`config.mk`:
```
export PLATFORM = sky130hd
export DESIGN_NAME = leaf_gen
export DESIGN_NICKNAME = d
export VERILOG_FILES = /design/src/rtl/leaf_gen_pkg.sv /design/src/rtl/leaf_gen_fifo.sv /design/src/rtl/leaf_gen.sv
export SDC_FILE = /design/constraint.sdc
export NUM_CORES = 1
export LEC_CHECK = 0
export BUFFER_PORTS_ARGS = -buffer_cell sky130_fd_sc_hd__buf_2
export CORE_MARGIN = 4
export CORE_UTILIZATION = 48
export CTS_BUF_LIST = sky130_fd_sc_hd__clkbuf_8
export DETAILED_ROUTE_END_ITERATION = 7
export GPL_TIMING_DRIVEN = 0
export PLACE_DENSITY = 0.74
export SLEW_MARGIN = 20
export SYNTH_ARGS = -nofsm -noshare
export SYNTH_HDL_FRONTEND = slang
export SYNTH_SLANG_ARGS = --single-unit
```
`constraint.sdc`:
```
create_clock -name Clock -period 5.6 [get_ports Clock]
set_input_delay 0.28 -clock Clock [delete_from_list [all_inputs] [get_ports Clock]]
set_output_delay 0.28 -clock Clock [all_outputs]
set_load 0.01 [all_outputs]
```
`src/rtl/leaf_gen_pkg.sv`:
```
// Shared definitions for the leaf generator and its consumers.
//   pool_op_e      : per-cycle bit-pool operation, encoded as {accept, extract}
//   pool_cnt_width : bits needed to hold a pool fill level 0..pool_width
package leaf_gen_pkg;

    typedef enum logic [1:0] {
        PoolIdle  = 2'b00,
        PoolDrain = 2'b01,
        PoolFill  = 2'b10,
        PoolBoth  = 2'b11
    } pool_op_e;

    function automatic int unsigned pool_cnt_width(input int unsigned pool_width);
        return $clog2(pool_width + 1);
    endfunction

endpackage

```
`src/rtl/leaf_gen_fifo.sv`:
```
// First-word-fall-through FIFO holding leaf labels.
//   Clock, Reset : clock, synchronous active-low reset (empties the FIFO)
//   push, wdata  : write request and data; ignored when full
//   pop          : read request; ignored when empty
//   rdata        : head entry, valid whenever empty is low
//   full, empty  : occupancy flags
//   count        : registered occupancy 0..Depth
module leaf_gen_fifo #(
    parameter int unsigned Width = 20,
    parameter int unsigned Depth = 4
) (
    input  logic                     Clock,
    input  logic                     Reset,
    input  logic                     push,
    input  logic [Width-1:0]         wdata,
    input  logic                     pop,
    output logic [Width-1:0]         rdata,
    output logic                     full,
    output logic                     empty,
    output logic [$clog2(Depth):0]   count
);

    localparam int unsigned PtrWidth = $clog2(Depth);
    localparam int unsigned CntWidth = PtrWidth + 1;
    localparam logic [CntWidth-1:0] DepthCnt = CntWidth'(Depth);

    logic [Width-1:0]    mem_q [Depth];
    logic [PtrWidth-1:0] wr_ptr_q, rd_ptr_q;
    logic [CntWidth-1:0] count_q;
    logic                do_push, do_pop;

    assign full    = (count_q == DepthCnt);
    assign empty   = (count_q == '0);
    assign do_push = push && !full;
    assign do_pop  = pop && !empty;
    assign rdata   = mem_q[rd_ptr_q];
    assign count   = count_q;

    // Depth is a power of two, so the pointers wrap by natural overflow.
    always_ff @(posedge Clock) begin
        if (!Reset) begin
            wr_ptr_q <= '0;
            rd_ptr_q <= '0;
            count_q  <= '0;
        end else begin
            if (do_push) wr_ptr_q <= wr_ptr_q + 1'b1;
            if (do_pop)  rd_ptr_q <= rd_ptr_q + 1'b1;
            case ({do_push, do_pop})
                2'b10:   count_q <= count_q + 1'b1;
                2'b01:   count_q <= count_q - 1'b1;
                default: count_q <= count_q;
            endcase
        end
    end

    always_ff @(posedge Clock) begin
        if (do_push) mem_q[wr_ptr_q] <= wdata;
    end

endmodule

```
`src/rtl/leaf_gen.sv`:
```
// Repacks random words from the PRNG into ORAML-bit leaf labels, LSB-first,
// without discarding bits, and buffers up to Depth leaves for the backend.
//   Clock, Reset              : clock, synchronous active-low reset
//   RandInValid/Ready, RandIn : random word input handshake
//   LeafOutValid/Ready, LeafOut : leaf output handshake (FIFO head)
//   LeafCount                 : registered number of buffered leaves
//   Starved                   : registered pulse after a request found no leaf
module leaf_gen
    import leaf_gen_pkg::*;
#(
    parameter int unsigned RandWidth = 32,
    parameter int unsigned ORAML     = 20,
    parameter int unsigned Depth     = 4
) (
    input  logic                   Clock,
    input  logic                   Reset,
    input  logic                   RandInValid,
    output logic                   RandInReady,
    input  logic [RandWidth-1:0]   RandIn,
    output logic                   LeafOutValid,
    input  logic                   LeafOutReady,
    output logic [ORAML-1:0]       LeafOut,
    output logic [$clog2(Depth):0] LeafCount,
    output logic                   Starved
);

    localparam int unsigned PoolWidth    = RandWidth + ORAML;
    localparam int unsigned PoolCntWidth = pool_cnt_width(PoolWidth);
    localparam logic [PoolCntWidth-1:0] LeafBits = PoolCntWidth'(ORAML);
    localparam logic [PoolCntWidth-1:0] RandBits = PoolCntWidth'(RandWidth);

    logic [PoolWidth-1:0]    pool_q, pool_d;
    logic [PoolCntWidth-1:0] pool_cnt_q, pool_cnt_d;
    logic                    starved_q;
    logic [PoolWidth-1:0]    rand_ext;
    logic                    accept, extract, pop;
    logic                    fifo_full, fifo_empty;
    logic [$clog2(Depth):0]  fifo_count;
    pool_op_e                pool_op;

    // Ready depends only on the pool level, so a full word always fits above
    // the bits already held.
    assign RandInReady = Reset && (pool_cnt_q <= LeafBits);
    assign accept      = RandInValid && RandInReady;
    // Extraction looks at pre-pop fullness; a same-cycle pop does not free a slot.
    assign extract     = Reset && (pool_cnt_q >= LeafBits) && !fifo_full;
    assign pop         = Reset && LeafOutReady && !fifo_empty;
    assign rand_ext    = {{ORAML{1'b0}}, RandIn};
    assign pool_op     = pool_op_e'({accept, extract});

    // Bits above pool_cnt_q are always zero, so inserting with OR is exact.
    always_comb begin
        pool_d     = pool_q;
        pool_cnt_d = pool_cnt_q;
        case (pool_op)
            PoolFill: begin
                pool_d     = pool_q | (rand_ext << pool_cnt_q);
                pool_cnt_d = pool_cnt_q + RandBits;
            end
            PoolDrain: begin
                pool_d     = pool_q >> ORAML;
                pool_cnt_d = pool_cnt_q - LeafBits;
            end
            PoolBoth: begin
                pool_d     = (pool_q >> ORAML) | (rand_ext << (pool_cnt_q - LeafBits));
                pool_cnt_d = pool_cnt_q + RandBits - LeafBits;
            end
            default: ;
        endcase
    end

    always_ff @(posedge Clock) begin
        if (!Reset) begin
            pool_q     <= '0;
            pool_cnt_q <= '0;
            starved_q  <= 1'b0;
        end else begin
            pool_q     <= pool_d;
            pool_cnt_q <= pool_cnt_d;
            starved_q  <= LeafOutReady && fifo_empty;
        end
    end

    leaf_gen_fifo #(
        .Width (ORAML),
        .Depth (Depth)
    ) u_fifo (
        .Clock (Clock),
        .Reset (Reset),
        .push  (extract),
        .wdata (pool_q[ORAML-1:0]),
        .pop   (pop),
        .rdata (LeafOut),
        .full  (fifo_full),
        .empty (fifo_empty),
        .count (fifo_count)
    );

    // Registered state can be stale during the reset cycle itself; mask it.
    assign LeafOutValid = Reset && !fifo_empty;
    assign LeafCount    = Reset ? fifo_count : '0;
    assign Starved      = Reset && starved_q;

endmodule

```
== After elaboration in Yosys (flattened, before gate mapping) ==
Memories as Yosys holds them, arrays and structs flattened. A register that Yosys moved wholly into a read port is not among the register bits.
Index checks and enable logic that the tools add are counted.

* Memory bits (writable): 80
* Output and inout port bits: 26
* Bits of input ports: 36
* Memories kept: 1
* Flip-flop bits (word level): 66

* Reductions and logical operators: 16
* Add/sub/neg operators: 7
* Bitwise gates (word level): 2
* $lt $le $gt $ge: 2
* Equal/unequal tests: 6
* Muxes and demuxes: 8
* Shift-type cells: 2

{| class="wikitable"
|+ Memory list
! name !! words !! bits a word !! rd ports !! clocked after memory_dff !! wr ports !! line !! source
|-
| u_fifo.mem_q || 4 || 20 || 1 || 1 || 1 || leaf_gen_fifo.sv:27 || <nowiki>logic [Width-1:0] mem_q [Depth];</nowiki>
|}

{| class="wikitable"
|+ Operator list
! cell !! count
|-
| $pmux 52 s3 || 1
|-
| $shl 32x6->52 || 2
|-
| $or 32x52->52 || 1
|-
| $or 52x52->52 || 1
|-
| $pmux 6 s3 || 1
|-
| $sub 6x5->6 const B || 2
|-
| $logic_and 1x1->1 || 11
|-
| $add 6x6->6 const B || 1
|-
| $eq 2x2->1 const B || 3
|-
| $ge 6x5->1 const B || 1
|-
| $le 6x5->1 const B || 1
|-
| $pmux 3 s2 || 1
|-
| $add 2x1->2 const B || 2
|-
| $eq 2x1->1 const B || 2
|-
| $mux 2 || 2
|-
| $add 3x1->3 const B || 1
|-
| $eq 3x3->1 const B || 1
|-
| $logic_not 3->1 || 1
|-
| $mux 3 || 1
|-
| $reduce_bool 3->1 || 1
|-
| $sub 3x1->3 const B || 1
|-
| $logic_not 1->1 || 2
|-
| $mux 1 || 2
|-
| $reduce_bool 2->1 || 1
|}

== Depth between registers and ports, before layout ==
* Depth in word-level cells: 6
* Depth in mapped cells: 18
* Depth with buffers taken out: 12

== Cells and area by module ==
Synthesis repeated with hierarchy kept, for this count alone.

* Cell total of the unflattened synthesis: 807
* Area total of the unflattened synthesis: 8,821.0 um^2

{| class="wikitable"
|+ Modules (own cells, without submodules)
! module !! area an instance (um^2) !! cells each !! times used !! sequential area each (um^2)
|-
| leaf_gen || 5,441.5 || 649 || 1 || 1,141.1
|-
| leaf_gen_fifo || 3,379.5 || 158 || 1 || 2,582.5
|}

== Least setup slack after synthesis ==
No wires, ideal clock.

* Kind: register -> register
* Start: register pool_cnt_q[2]
* End: register u_fifo.count_q[2] (netlist: u_fifo.count[2])
* Clock period less this slack: 3.436 ns
* Buffers on the path: 6
* Data arrival time: 3.366 ns
* Setup slack: 2.164 ns
* Cell stages (with the launch flop): 19
* Library setup time: 0.071 ns
* Required time: 5.529 ns
* Cells stage by stage: dfxtp_1 buf_4 inv_1 buf_2 buf_1 ha_1 buf_2 nand2b_1 a21oi_2 nor3_4 inv_2 buf_2 buf_2 ha_1 inv_1 fa_1 xor2_1 or3_1 a21oi_1

* Cells in the longest elaborated chain, start to end: 6

{| class="wikitable"
|+ Ends and longest elaborated chain
! item !! line !! source
|-
| from (decl) || leaf_gen.sv:33 || <nowiki>logic [PoolCntWidth-1:0] pool_cnt_q, pool_cnt_d;</nowiki>
|-
| from (signal assigned) || leaf_gen.sv:79 || <nowiki>pool_cnt_q <= pool_cnt_d;</nowiki>
|-
| $ge 6x5->1 * || leaf_gen.sv:46 || <nowiki>assign extract = Reset && (pool_cnt_q >= LeafBits) && !fifo_full;</nowiki>
|-
| $logic_and 1x1->1 * (2 in a row) || leaf_gen.sv:46 ||
|-
| $logic_and 1x1->1 * || leaf_gen_fifo.sv:34 || <nowiki>assign do_push = push && !full;</nowiki>
|-
| $eq 2x1->1 or $eq 2x2->1 (tied branches) || leaf_gen_fifo.sv:48 || <nowiki>case ({do_push, do_pop})</nowiki>
|-
| $pmux 3 s2 or $reduce_bool 2->1 (tied branches) || n/a ||
|-
| to (signal assigned) || leaf_gen_fifo.sv:49 || <nowiki>2'b10: count_q <= count_q + 1'b1;</nowiki>
|-
| to (signal assigned) || leaf_gen_fifo.sv:50 || <nowiki>2'b01: count_q <= count_q - 1'b1;</nowiki>
|-
| to (signal assigned) || leaf_gen_fifo.sv:51 || <nowiki>default: count_q <= count_q;</nowiki>
|-
| to (decl) || leaf_gen_fifo.sv:29 || <nowiki>logic [CntWidth-1:0] count_q;</nowiki>
|}

Mark *: on every way between the ends. The rest lies on a longest branch, timed or not.
A chain may end at the register's enable or synchronous reset.

== Final worst setup path ==
* Start: register pool_cnt_q[3]
* End: register u_fifo.count_q[2] (netlist: u_fifo.count[2])

Same word-level chain as after synthesis.

==> flow_metrics.tcl <==
set metrics [dict create \
    required_ps 5960 \
    antenna_left 0 \
    synth_nets 823 \
    finalSetupViolCount 0 \
    dieWidth_um 139 \
    drc 0 \
    wl_per_cell_um 26.3 \
    vias 7240 \
    cts_htree_levels 4 \
    min_path_cells 2 \
    cts.repair.resized 0 \
    syn_area_um2 8280 \
    slew_headroom 0.322 \
    gp_congestion 1.04 \
    avgViaCountPerCell 6.64 \
    wirelength_um 28700 \
    r2r_start "pool_cnt_q[3]$_SDFFE_PN0P_" \
    skew_ps 21.0 \
    grt-ovfl-total 0 \
    fin_nets 901 \
    cts-root-buf "clkbuf_8" \
    ios 62 \
    post-cts-setup-buffers 0 \
    antenna_found_initial 1 \
    status "finished clean" \
    cts_tree "done" \
    grtUsageTotal 0.293 \
    synth_top_flop_cell "edfxtp_1" \
    grt_pass1_vias 7039 \
    coreArea_um2 16800 \
    r2r_cells 17 \
    fin_crit_ps 4520 \
    cts_made_buffers 17 \
    die_y_um 139 \
    rows 47 \
    synth-seq-cells 146 \
    fin_setup_tns_ps 0 \
    power-per-cell-area_nw_per_um2 576 \
    clock_latency_ps 450 \
    portBuffers 59 \
    ctsHoldBuffers 0 \
    cp-startpoint "pool_cnt_q[3]$_SDFFE_PN0P_" \
    cap_violations 0 \
    path_clk_slew_ps 100 \
    drive_gt1_frac 0.238 \
    synth_fa_ha_area_frac 0.0130 \
    peakVddDrop_mv 0.462 \
    synth_edf_count 80 \
    critPathKind "flip-flop to flip-flop" \
    endpoint_kind "flip-flop" \
    drtIter0Drc 1019 \
    ys_seq_area_frac 0.450 \
    cts_buffer_depth 2 \
    cts.sinks 146 \
    hold_class "input pin to flip-flop" \
    power_leakage_nw 3.26 \
    critPathLaunchType "flip-flop" \
    synth.area.mux_share 0.179 \
    grt_max_degree 21 \
    total_power_w 0.00532 \
    dp_hpwl_um 21500 \
    worstHoldStart "LeafOutReady" \
    arrival_ps 4880 \
    synthCells 779 \
    synth_top_family_by_area "multiplexers" \
    die_area_um2 19400 \
    synth_xor_xnor_area_share 0.0115 \
    synth_cell_types 72 \
    syn_avg_cell_area_um2 10.6 \
    hold_viol 0 \
    slew_viol_final 0 \
    fmaxAchievable_mhz 221 \
    dr.pass1.iters 6 \
    synth-simple-area-share 0.129 \
    crit_path_max_fanout 10 \
    syn_to_final_growth_pct 11.4 \
    synth_compound_area_frac 0.172 \
    initial_core_util 0.494 \
    ys.warnings.count 0 \
    grt_pass1_wl_um 43400 \
    ys_async_sr_fraction 0 \
    tightest_slew_ps 1020 \
    rsz0062_at_grt "no" \
    finalCritPeriodShare 0.807 \
]
## stage by stage
| stage | instance area [µm²] | hold WS, ps | utilization | worst slack (ps) | cells |
|---|---|---|---|---|---|
| 2_1_floorplan | 8280 | 433 | - | 2160 | 779 |
| 3_3_place_gp | 8850 | 470 | 0.528 | 1290 | 1058 |
| 3_5_place_dp | 8850 | 473 | 0.528 | 1230 | 1058 |
| 4_1_cts | 9220 | 68.3 | 0.550 | 1150 | 1090 |
| 5_1_grt | 9220 | 71.7 | 0.550 | 930 | 1091 |
| 6_report | 9220 | 85.6 | 0.550 | 1080 | 1091 |
## synthesized netlist by cell type (5+ instances only)
cell / n / share of area
nand2b_1: 5 / 0.0038
xor2_1: 5 / 0.0053
mux2i_1: 55 / 0.067
a221o_1: 8 / 0.0097
mux2_2: 29 / 0.039
or3_1: 7 / 0.0053
clkbuf_1: 18 / 0.0082
nor2_1: 70 / 0.032
nor4_1: 6 / 0.0045
o22ai_1: 13 / 0.0098
mux4_2: 27 / 0.073
o21ai_1: 5 / 0.0030
nor2b_1: 10 / 0.0076
a211oi_1: 36 / 0.033
nand2_1: 48 / 0.022
o21ai_0: 29 / 0.018
a221oi_1: 19 / 0.020
buf_2: 31 / 0.019
edfxtp_1: 80 / 0.29
nor3_1: 36 / 0.022
a21oi_1: 54 / 0.033
nand3_1: 5 / 0.0030
inv_1: 11 / 0.0050
dfxtp_1: 66 / 0.16
ha_1: 7 / 0.011
a22oi_1: 6 / 0.0054
buf_4: 6 / 0.0054
and2_1: 8 / 0.0060
## state kept, by name, summed over array words and instances (netlist names), named ones only
register         flops
pool_cnt_q           4
pool_q              52
starved_q            1
u_fifo.count         3
u_fifo.mem_q        80
u_fifo.rd_ptr_q      2
u_fifo.wr_ptr_q      2
## logic make-up (layout without fill, tap and decap cells)
| logic type | count (synthesis) | in the layout |
|---|---|---|
| and+or+nand+nor | 219 | 219 |
| other | 0 | 1 |
| AOI/OAI and AO/OA | 209 | 209 |
| buffers and inverters | 76 | 167 |
| DFF | 146 | 146 |
| xor gates and xnor gates | 10 | 10 |
| muxes | 111 | 111 |
| adders and majority gates | 8 | 8 |
## final cells by class
type,instances,area [µm²]
fill,1530,7540
multi-input combinational,557,4180
sequential,146,3720
buffer,62,317
timing repair buffer,59,295
tap,220,275
clock buffer,17,234
clock inverter,15,140
inverter,14,52.6
antenna,1,2.50
## placed cells by master, fill, tap and decap left out, types with 6 or more instances in the layout
| cell type | instances |
|---|---|
| nor2_1 | 70 |
| inv_1 | 11 |
| a221oi_1 | 19 |
| and2_1 | 8 |
| a22oi_1 | 6 |
| nor3_1 | 36 |
| clkbuf_8 | 17 |
| a211oi_1 | 36 |
| a221o_1 | 8 |
| mux4_2 | 27 |
| clkbuf_1 | 18 |
| ha_1 | 7 |
| a21oi_1 | 54 |
| buf_4 | 6 |
| o21ai_0 | 29 |
| mux2_2 | 29 |
| or3_1 | 7 |
| mux2i_1 | 55 |
| nand2_1 | 48 |
| nor4_1 | 6 |
| o22ai_1 | 13 |
| edfxtp_1 | 80 |
| dfxtp_1 | 66 |
| nor2b_1 | 10 |
| buf_2 | 90 |
## critical path, cell delays in order (launching register included)
cell and delay, ps:
dfxtp_1 310, buf_2 150, buf_2 310, clkbuf_1 590, inv_1 140, ha_1 260, nand2b_1 190, a21oi_2 310
nor3_4 150, inv_2 90, buf_2 270, buf_2 330, ha_1 240, inv_1 60, fa_1 380, xor2_1 160
or3_1 310, a21oi_1 180
## power breakdown
group	total, W	internal [W]	leakage, nW	switching [W]
Clock	0.000768	0.000325	0.186	0.000442
Combinational	0.00304	0.00103	1.80	0.00200
Sequential	0.00151	0.00137	1.28	0.000141
Total	0.00532	0.00273	3.26	0.00259
## path summary, 6_finish.rpt
| check | end | slack (ps) |
|---|---|---|
| min | starved_q$_SDFF_PN0_ | 90 |
| min reg2reg | pool_q[2]$_SDFFE_PN0P_ | 500 |
| max | u_fifo.count[2]$_SDFFE_PN0P_ | 1080 |
| max reg2reg | u_fifo.count[2]$_SDFFE_PN0P_ | 1080 |
## routing by layer
layer | part of all wire | vias up | global-route usage
met2 | 0.44 | 552 | 0.444
met1 | 0.39 | 3410 | 0.389
li1 | - | 3169 | -
met5 | 0 | - | 0
met3 | 0.13 | 109 | 0.0926
met4 | 0.046 | 0 | 0.128
Power figures use the tool's default switching activity.
